--- src/rtl/dvs_fifo_bus_scheduler.sv ---
// Two-master event-FIFO bus scheduler with bounded bursts and a mandatory turnaround cycle.
// Optional writer-stall statistics counter is built only when DVS_SCHED_STATS_EN is defined.
module dvs_fifo_bus_scheduler #(
  parameter int BURST_MAX      = 16,
  parameter int STALL_CNT_BITS = 16
) (
  input  logic                      clk,
  input  logic                      rst,
  input  logic                      req_wr,
  input  logic                      req_rd,
  input  logic                      fifo_full,
  input  logic                      fifo_empty,
  input  logic                      stats_clr,
  output logic                      grant_wr,
  output logic                      grant_rd,
  output logic [STALL_CNT_BITS-1:0] wr_stall_cnt
);

  localparam int BW = (BURST_MAX > 1) ? $clog2(BURST_MAX) : 1;
  localparam logic [BW-1:0] BURST_LAST = BW'(BURST_MAX - 1);

  typedef enum logic [1:0] {IDLE, GNT_WR, GNT_RD, TURN} state_t;

  state_t        r_state;
  state_t        w_nxt;
  logic          r_grant_wr;
  logic          r_grant_rd;
  logic          r_last_wr;   // 1: writer owned the bus last, so reader wins the next tie
  logic [BW-1:0] r_burst;

  logic w_wr_ok;
  logic w_rd_ok;
  logic w_burst_last;
  logic w_enter_wr;
  logic w_enter_rd;
  logic w_stay;

  assign w_wr_ok      = req_wr & ~fifo_full;
  assign w_rd_ok      = req_rd & ~fifo_empty;
  assign w_burst_last = (r_burst == BURST_LAST);

  always_comb begin
    w_nxt = r_state;
    case (r_state)
      IDLE, TURN: begin
        if (w_wr_ok && w_rd_ok) w_nxt = r_last_wr ? GNT_RD : GNT_WR;
        else if (w_wr_ok)       w_nxt = GNT_WR;
        else if (w_rd_ok)       w_nxt = GNT_RD;
        else                    w_nxt = IDLE;
      end
      GNT_WR: begin
        if (!req_wr || fifo_full || (w_burst_last && w_rd_ok)) w_nxt = TURN;
      end
      GNT_RD: begin
        if (!req_rd || fifo_empty || (w_burst_last && w_wr_ok)) w_nxt = TURN;
      end
      default: w_nxt = IDLE;
    endcase
  end

  // Grant states are only reachable from IDLE/TURN, so any transition into one is an entry.
  assign w_enter_wr = (w_nxt == GNT_WR) && (r_state != GNT_WR);
  assign w_enter_rd = (w_nxt == GNT_RD) && (r_state != GNT_RD);
  assign w_stay     = (w_nxt == r_state) && ((r_state == GNT_WR) || (r_state == GNT_RD));

  always_ff @(posedge clk) begin
    if (rst) begin
      r_state    <= IDLE;
      r_grant_wr <= 1'b0;
      r_grant_rd <= 1'b0;
      r_last_wr  <= 1'b0;
      r_burst    <= '0;
    end else begin
      r_state    <= w_nxt;
      r_grant_wr <= (w_nxt == GNT_WR);
      r_grant_rd <= (w_nxt == GNT_RD);
      if (w_enter_wr) r_last_wr <= 1'b1;
      else if (w_enter_rd) r_last_wr <= 1'b0;
      if (w_enter_wr || w_enter_rd) r_burst <= '0;
      else if (w_stay && !w_burst_last) r_burst <= r_burst + 1'b1;
    end
  end

  assign grant_wr = r_grant_wr;
  assign grant_rd = r_grant_rd;

`ifdef DVS_SCHED_STATS_EN
  logic [STALL_CNT_BITS-1:0] r_stall_cnt;

  always_ff @(posedge clk) begin
    if (rst || stats_clr) r_stall_cnt <= '0;
    else if (req_wr && !r_grant_wr && (r_stall_cnt != {STALL_CNT_BITS{1'b1}}))
      r_stall_cnt <= r_stall_cnt + 1'b1;
  end

  assign wr_stall_cnt = r_stall_cnt;
`else
  logic w_unused_stats;
  assign w_unused_stats = stats_clr;
  assign wr_stall_cnt   = '0;
`endif

endmodule
--- config.mk ---
export PLATFORM = sky130hd
export DESIGN_NAME = dvs_fifo_bus_scheduler
export DESIGN_NICKNAME = d
export VERILOG_FILES = /design/src/rtl/dvs_fifo_bus_scheduler.sv
export SDC_FILE = /design/constraint.sdc
export NUM_CORES = 1
export LEC_CHECK = 0
export ABC_AREA = 1
export CORE_MARGIN = 2
export CORE_UTILIZATION = 30
export DETAILED_ROUTE_END_ITERATION = 7
export GPL_ROUTABILITY_DRIVEN = 0
export MAX_ROUTING_LAYER = met4
export PLACE_DENSITY = 0.55
export SLEW_MARGIN = 0
export SYNTH_ARGS = -nofsm -noshare
export SYNTH_HDL_FRONTEND = slang
export SYNTH_SLANG_ARGS = --single-unit
--- constraint.sdc ---
create_clock -name clk -period 2.6 [get_ports clk]
set_clock_uncertainty 0.15 [all_clocks]
set_input_delay 0.52 -clock clk [delete_from_list [all_inputs] [get_ports clk]]
set_output_delay 0.52 -clock clk [all_outputs]
set_load 0.02 [all_outputs]
* Yosys cells after proc, flatten, opt, wreduce, memory -nomap -nowiden
Cells that the tools add are included. Widths: inputs -> output; s select.
Storage, ports and cells: word-level logic and storage cells 48, output and inout port bits 18, register bits 9
Cells by class: reduce and logical (&&, ||, !) cells 20, add/sub/neg operators 1, equality and inequality tests 9, bitwise logic cells 4, muxes and demuxes 9
Operators with widths (count):
- $mux 2 | 6
- $logic_and 1x1->1 | 7
- $eq 2x2->1 const B | 3
- $logic_or 1x1->1 | 6
- $pmux 2 s3 | 1
- $add 4x1->4 const B | 1
- $eq 2x1->1 const B | 2
- $eq 4x4->1 const B | 1
- $reduce_or 2->1 | 2
- $logic_not 1->1 | 3
- $and 1x1->1 | 2
- $eq 2x2->1 | 1
- $logic_not 2->1 | 1
- $mux 1 | 2
- $ne 2x1->1 const B | 1
- $ne 2x2->1 const B | 1
- $not 1->1 | 2
- $reduce_bool 2->1 | 1

* Longest topological paths before layout
depth after elaboration 10, mapped depth 14, gate-level depth less buffers 14

* Worst setup path before layout
Ideal clock, no wire load.
path kind register -> register, from register r_state[0], to register r_burst[0], setup slack 0.895 ns, period minus slack after synthesis 1.705 ns, data arrival time 1.439 ns, stages on the path, launching flop included 11, path through dfxtp_1 inv_1 ha_1 inv_1 nand3_2 nand3_1 nand2_2 nor2_4 nand2_1 nand2_1 a21oi_1
Between the ends: word-level cells in the longest chain between the ends 7, elaborated cells on any way between the ends 20, those cells by class 8 x eq/ne; 3 x mux; 9 x reduce/logical
RTL lines:
- start, declared | RTL line 24 | state_t r_state;
- start signal, assigned | RTL line 74 | r_state <= w_nxt;
- $eq 2x2->1 / $logic_not 2->1 (equally long branches) | RTL line 44 | case (r_state)
- $reduce_or 2->1 | RTL line 44
- $pmux 2 s3 | RTL line 44
- $eq 2x1->1 / $eq 2x2->1 (equally long branches) | RTL line 62, 63
- $logic_and 1x1->1 (on tied branches) | RTL line 62, 63
- $logic_or 1x1->1 | RTL line 79 | if (w_enter_wr || w_enter_rd) r_burst <= '0;
- $reduce_or 2->1 (no source line)
- end signal, assigned | RTL line 80 | else if (w_stay && !w_burst_last) r_burst <= r_burst + 1'b1;
- end, declared | RTL line 29 | logic [BW-1:0] r_burst;
Parallel ways exist; a longest one is shown, timed or not. A chain may end at the register's enable or synchronous reset.

* Worst setup path in the final report
from input fifo_empty, to register r_burst[1]
Between the ends: word-level cells in the longest chain between the ends 10, elaborated cells on any way between the ends 22, those cells by class 3 x eq/ne; 6 x mux; 2 x bitwise; 11 x reduce/logical
RTL lines:
- start, declared | RTL line 12 | input logic fifo_empty,
- $not 1->1 | RTL line 39 | assign w_rd_ok = req_rd & ~fifo_empty;
- $and 1x1->1 | RTL line 39
- $mux 2 / $logic_and 1x1->1 (equally long branches) | RTL line 48, 52
- $mux 2 / $logic_or 1x1->1 (equally long branches) | RTL line 47, 52
- $mux 2 (on tied branches) | RTL line 46, 52
- $pmux 2 s3 * | RTL line 44
- $eq 2x1->1 / $eq 2x2->1 (equally long branches) | RTL line 62, 63
- $logic_and 1x1->1 (on tied branches) | RTL line 62, 63
- $logic_or 1x1->1 | RTL line 79
- $reduce_or 2->1 (no source line)
Every way passes the cells marked *; elsewhere a longest branch is shown, timed or not.

==> results.sh <==
export IMPL_status="completed"
export IMPL_grt_pass1_vias=492
export IMPL_ios=25
export IMPL_drive_gt1_share_pct=15.9
export IMPL_drt_iter0_drc=11
export IMPL_synthTopCellsByArea="dfxtp_1, buf_4, inv_1, nand2_1, ha_1"
export IMPL_viasPerCell=4.00
export IMPL_clkPwrFrac_pct=11.9
export IMPL_core_area_um2=2230
export IMPL_cts_tree="yes"
export IMPL_start_util_pct=31.8
export IMPL_setup_viol=0
export IMPL_place_ws_ps=323
export IMPL_max_stage_delay_ps=460
export IMPL_finalNetCount=125
export IMPL_cts_resized=0
export IMPL_synth_cell_types=21
export IMPL_root_buffer="clkbuf_4"
export IMPL_worst_setup_path_end_kind="flip-flop"
export IMPL_dieWidth_um=52.6
export IMPL_power_density_nw_per_um2=1140
export IMPL_p_sw_share_pct=50.0
export IMPL_diodes=0
export IMPL_io_buffers=7
export IMPL_cp_data_arrival_time_ps=1990
export IMPL_synth_largest_area_cell="dfxtp_1"
export IMPL_slew_violations=0
export IMPL_place_hpwl_um=939
export IMPL_path_cells="clkdlybuf4s50_1 -> inv_1 -> nand2_1 -> inv_1 -> nand2_1 -> nand2_1 -> nand2_2 -> nand3_2 -> nand3_1 -> nand2_2 -> nor2_4 -> nand2_1 -> nand2_1 -> a21oi_1"
export IMPL_path_class="primary input to flip-flop"
export IMPL_seqPwrFrac_pct=24.6
export IMPL_first_pass_iters=4
export IMPL_rsz0062_at_grt="no"
export IMPL_h_tree_depth=1
export IMPL_period_minus_slack_ps=1990
export IMPL_cp_num_buf_inv=3
export IMPL_crit_family="simple AND/OR/NAND/NOR gates"
export IMPL_cts_buffers=3
export IMPL_postCtsHoldBufs=0
export IMPL_ir_drop_v=0.000543
export IMPL_wl_per_cell_um=7.97
export IMPL_cts_sinks=9
export IMPL_fill_cells=256
export IMPL_cts_setup_buffers=0
export IMPL_grt_usage_pct=9.84
export IMPL_fin_crit_sh_pct=76.7
export IMPL_ys_seq_elements=9
export IMPL_grt_max_degree=7
export IMPL_switching_power_mw=0.442
export IMPL_die_area_um2=2770
export IMPL_cts_reportedPaths_clkPinSlew_ps=50
export IMPL_die_h_um=52.6
export IMPL_setup_ws_ps=606
export IMPL_start_kind="primary input"
export IMPL_p_int_mw=0.441
export IMPL_slowest_stage="clkdlybuf4s50_1"
export IMPL_wirelength_um=1120
export IMPL_syn_area_um2=709
export IMPL_clock_latency_ps=260
export IMPL_rows=17
export IMPL_hold_path_class="flip-flop to flip-flop"
export IMPL_tns_ps=0
export IMPL_path_max_fanout=6
export IMPL_grt_pass1_wl_um=1890
export IMPL_yosysTopAreaCellShare_pct=25.4
export IMPL_max_freq_mhz=502
export IMPL_seq_area_frac_synth_pct=25.4
export IMPL_hold_viol=0
export IMPL_antenna_found_initial=0
export IMPL_synthCells=103
export IMPL_clockBufferDepth=2
export IMPL_syn_area_per_cell_um2=6.89
export IMPL_pwr_share_comb_pct=63.5
export IMPL_cp_common_cell="nand2_1"
export IMPL_route_detailed_drc=0
export IMPL_antenna_left=0
export IMPL_drv_cap=0
export IMPL_grt_ovfl_total=0
export IMPL_synth_warnings=0
export IMPL_cp_required_ps=2600
export IMPL_syn_to_final_growth_pct=9.52
export IMPL_power_leakage_nw=0.361
export IMPL_vias=564
-- stage by stage --
stage	cells	area [um^2]	power, mW	util, %	hold WS, ps
after floorplan	118	766	0.689	-	300
after global placement	137	751	0.779	33.6	316
after detailed placement	137	751	0.784	33.6	324
after CTS	141	777	0.897	34.8	332
after global routing	141	777	0.979	34.8	361
final	141	777	0.883	34.8	332
-- worst paths after layout --
| check | depth (start not counted) | slack [ps] | startpoint | end |
|---|---|---|---|---|
| max | 14 | 610 | fifo_empty | r_burst[1] |
| min | 2 | 330 | r_burst[3] | r_burst[3] |
| max reg2reg | 10 | 690 | r_state[0] | r_burst[1] |
| min reg2reg | 2 | 330 | r_burst[3] | r_burst[3] |
-- logic make-up after synthesis --
| kind of cell | Yosys count | synth area share [%] |
|---|---|---|
| AO/OA/AOI/OAI | 7 | 5.12 |
| flip-flops | 9 | 25.4 |
| XOR/XNOR | 1 | 1.23 |
| AND/OR/NAND/NOR | 46 | 33.7 |
| other | 1 | 0.529 |
| adder cells (fa/ha/maj) | 4 | 7.05 |
| buffers and inverters | 35 | 27.0 |
-- Yosys cell counts, drive strengths merged --
library cell,count
nand2,24
inv,18
buf,16
nor2,10
dfxtp,9
nand3,9
a21oi,4
ha,4
o21ai,2
clkinv,1
conb,1
nand3b,1
nand4,1
nor3,1
o22ai,1
xor2,1
-- cells in the final DEF (no fill, tap or decap) --
| cell | netlist | routed |
|---|---|---|
| inv_1 | 17 | 17 |
| nand2_1 | 17 | 17 |
| conb_1 | 1 | 16 |
| dfxtp_1 | 9 | 9 |
| nand2_2 | 7 | 7 |
| clkdlybuf4s50_1 | 0 | 7 |
| nor2_1 | 6 | 6 |
| nand3_1 | 6 | 6 |
| a21oi_1 | 4 | 4 |
| ha_1 | 4 | 4 |
| nor2_2 | 3 | 3 |
| nand3_2 | 3 | 3 |
| clkbuf_4 | 0 | 3 |
| o21ai_0 | 2 | 2 |
| inv_2 | 1 | 1 |
| nor3_1 | 1 | 1 |
| nand4_1 | 1 | 1 |
| o22ai_1 | 1 | 1 |
| clkinv_1 | 1 | 1 |
| nor2_4 | 1 | 1 |
| xor2_1 | 1 | 1 |
| nand3b_1 | 1 | 1 |
| clkbuf_1 | 0 | 1 |
-- registers in the layout, indices dropped and copies added, names as in the netlist --
signal	cells
grant_rd	1
r_burst	4
r_state	2
grant_wr	1
r_last_wr	1
-- worst register-to-register path: stages, from the launching register on --
cell and delay [ps]:
dfxtp_1 410, inv_1 110, ha_1 340, inv_1 130
nand3_2 120, nand3_1 90, nand2_2 70, nor2_4 150
nand2_1 110, nand2_1 70, a21oi_1 60
-- power groups by stage --
| stage | registers (mW) | clock network, mW | logic (mW) |
|---|---|---|---|
| 3_5_place_dp | 0.220 | 0 | 0.563 |
| 4_1_cts | 0.218 | 0.113 | 0.566 |
| 6_report | 0.218 | 0.105 | 0.560 |
| 5_1_grt | 0.226 | 0.115 | 0.638 |
| 2_1_floorplan | 0.230 | 0 | 0.459 |
| 3_3_place_gp | 0.219 | 0 | 0.560 |
-- routing by layer --
metal	global-route usage, %	wire, um	up-vias
met5	-	0	-
met4	7.69	29	0
met3	1.71	65	4
met2	15.2	487	20
met1	11.1	541	237
li1	-	-	303
-- final cells by class --
| class | count | area [um^2] | share of cell area [%] |
|---|---|---|---|
| Timing Repair Buffer | 7 | 70.1 | 9.02 |
| Multi-Input combinational cell | 74 | 394 | 50.7 |
| Tap cell | 28 | 35.0 | 4.51 |
| Sequential cell | 9 | 180 | 23.2 |
| Inverter | 19 | 71.3 | 9.18 |
| Clock buffer | 4 | 26.3 | 3.38 |
Note: power is estimated with default switching activity, not from simulation.
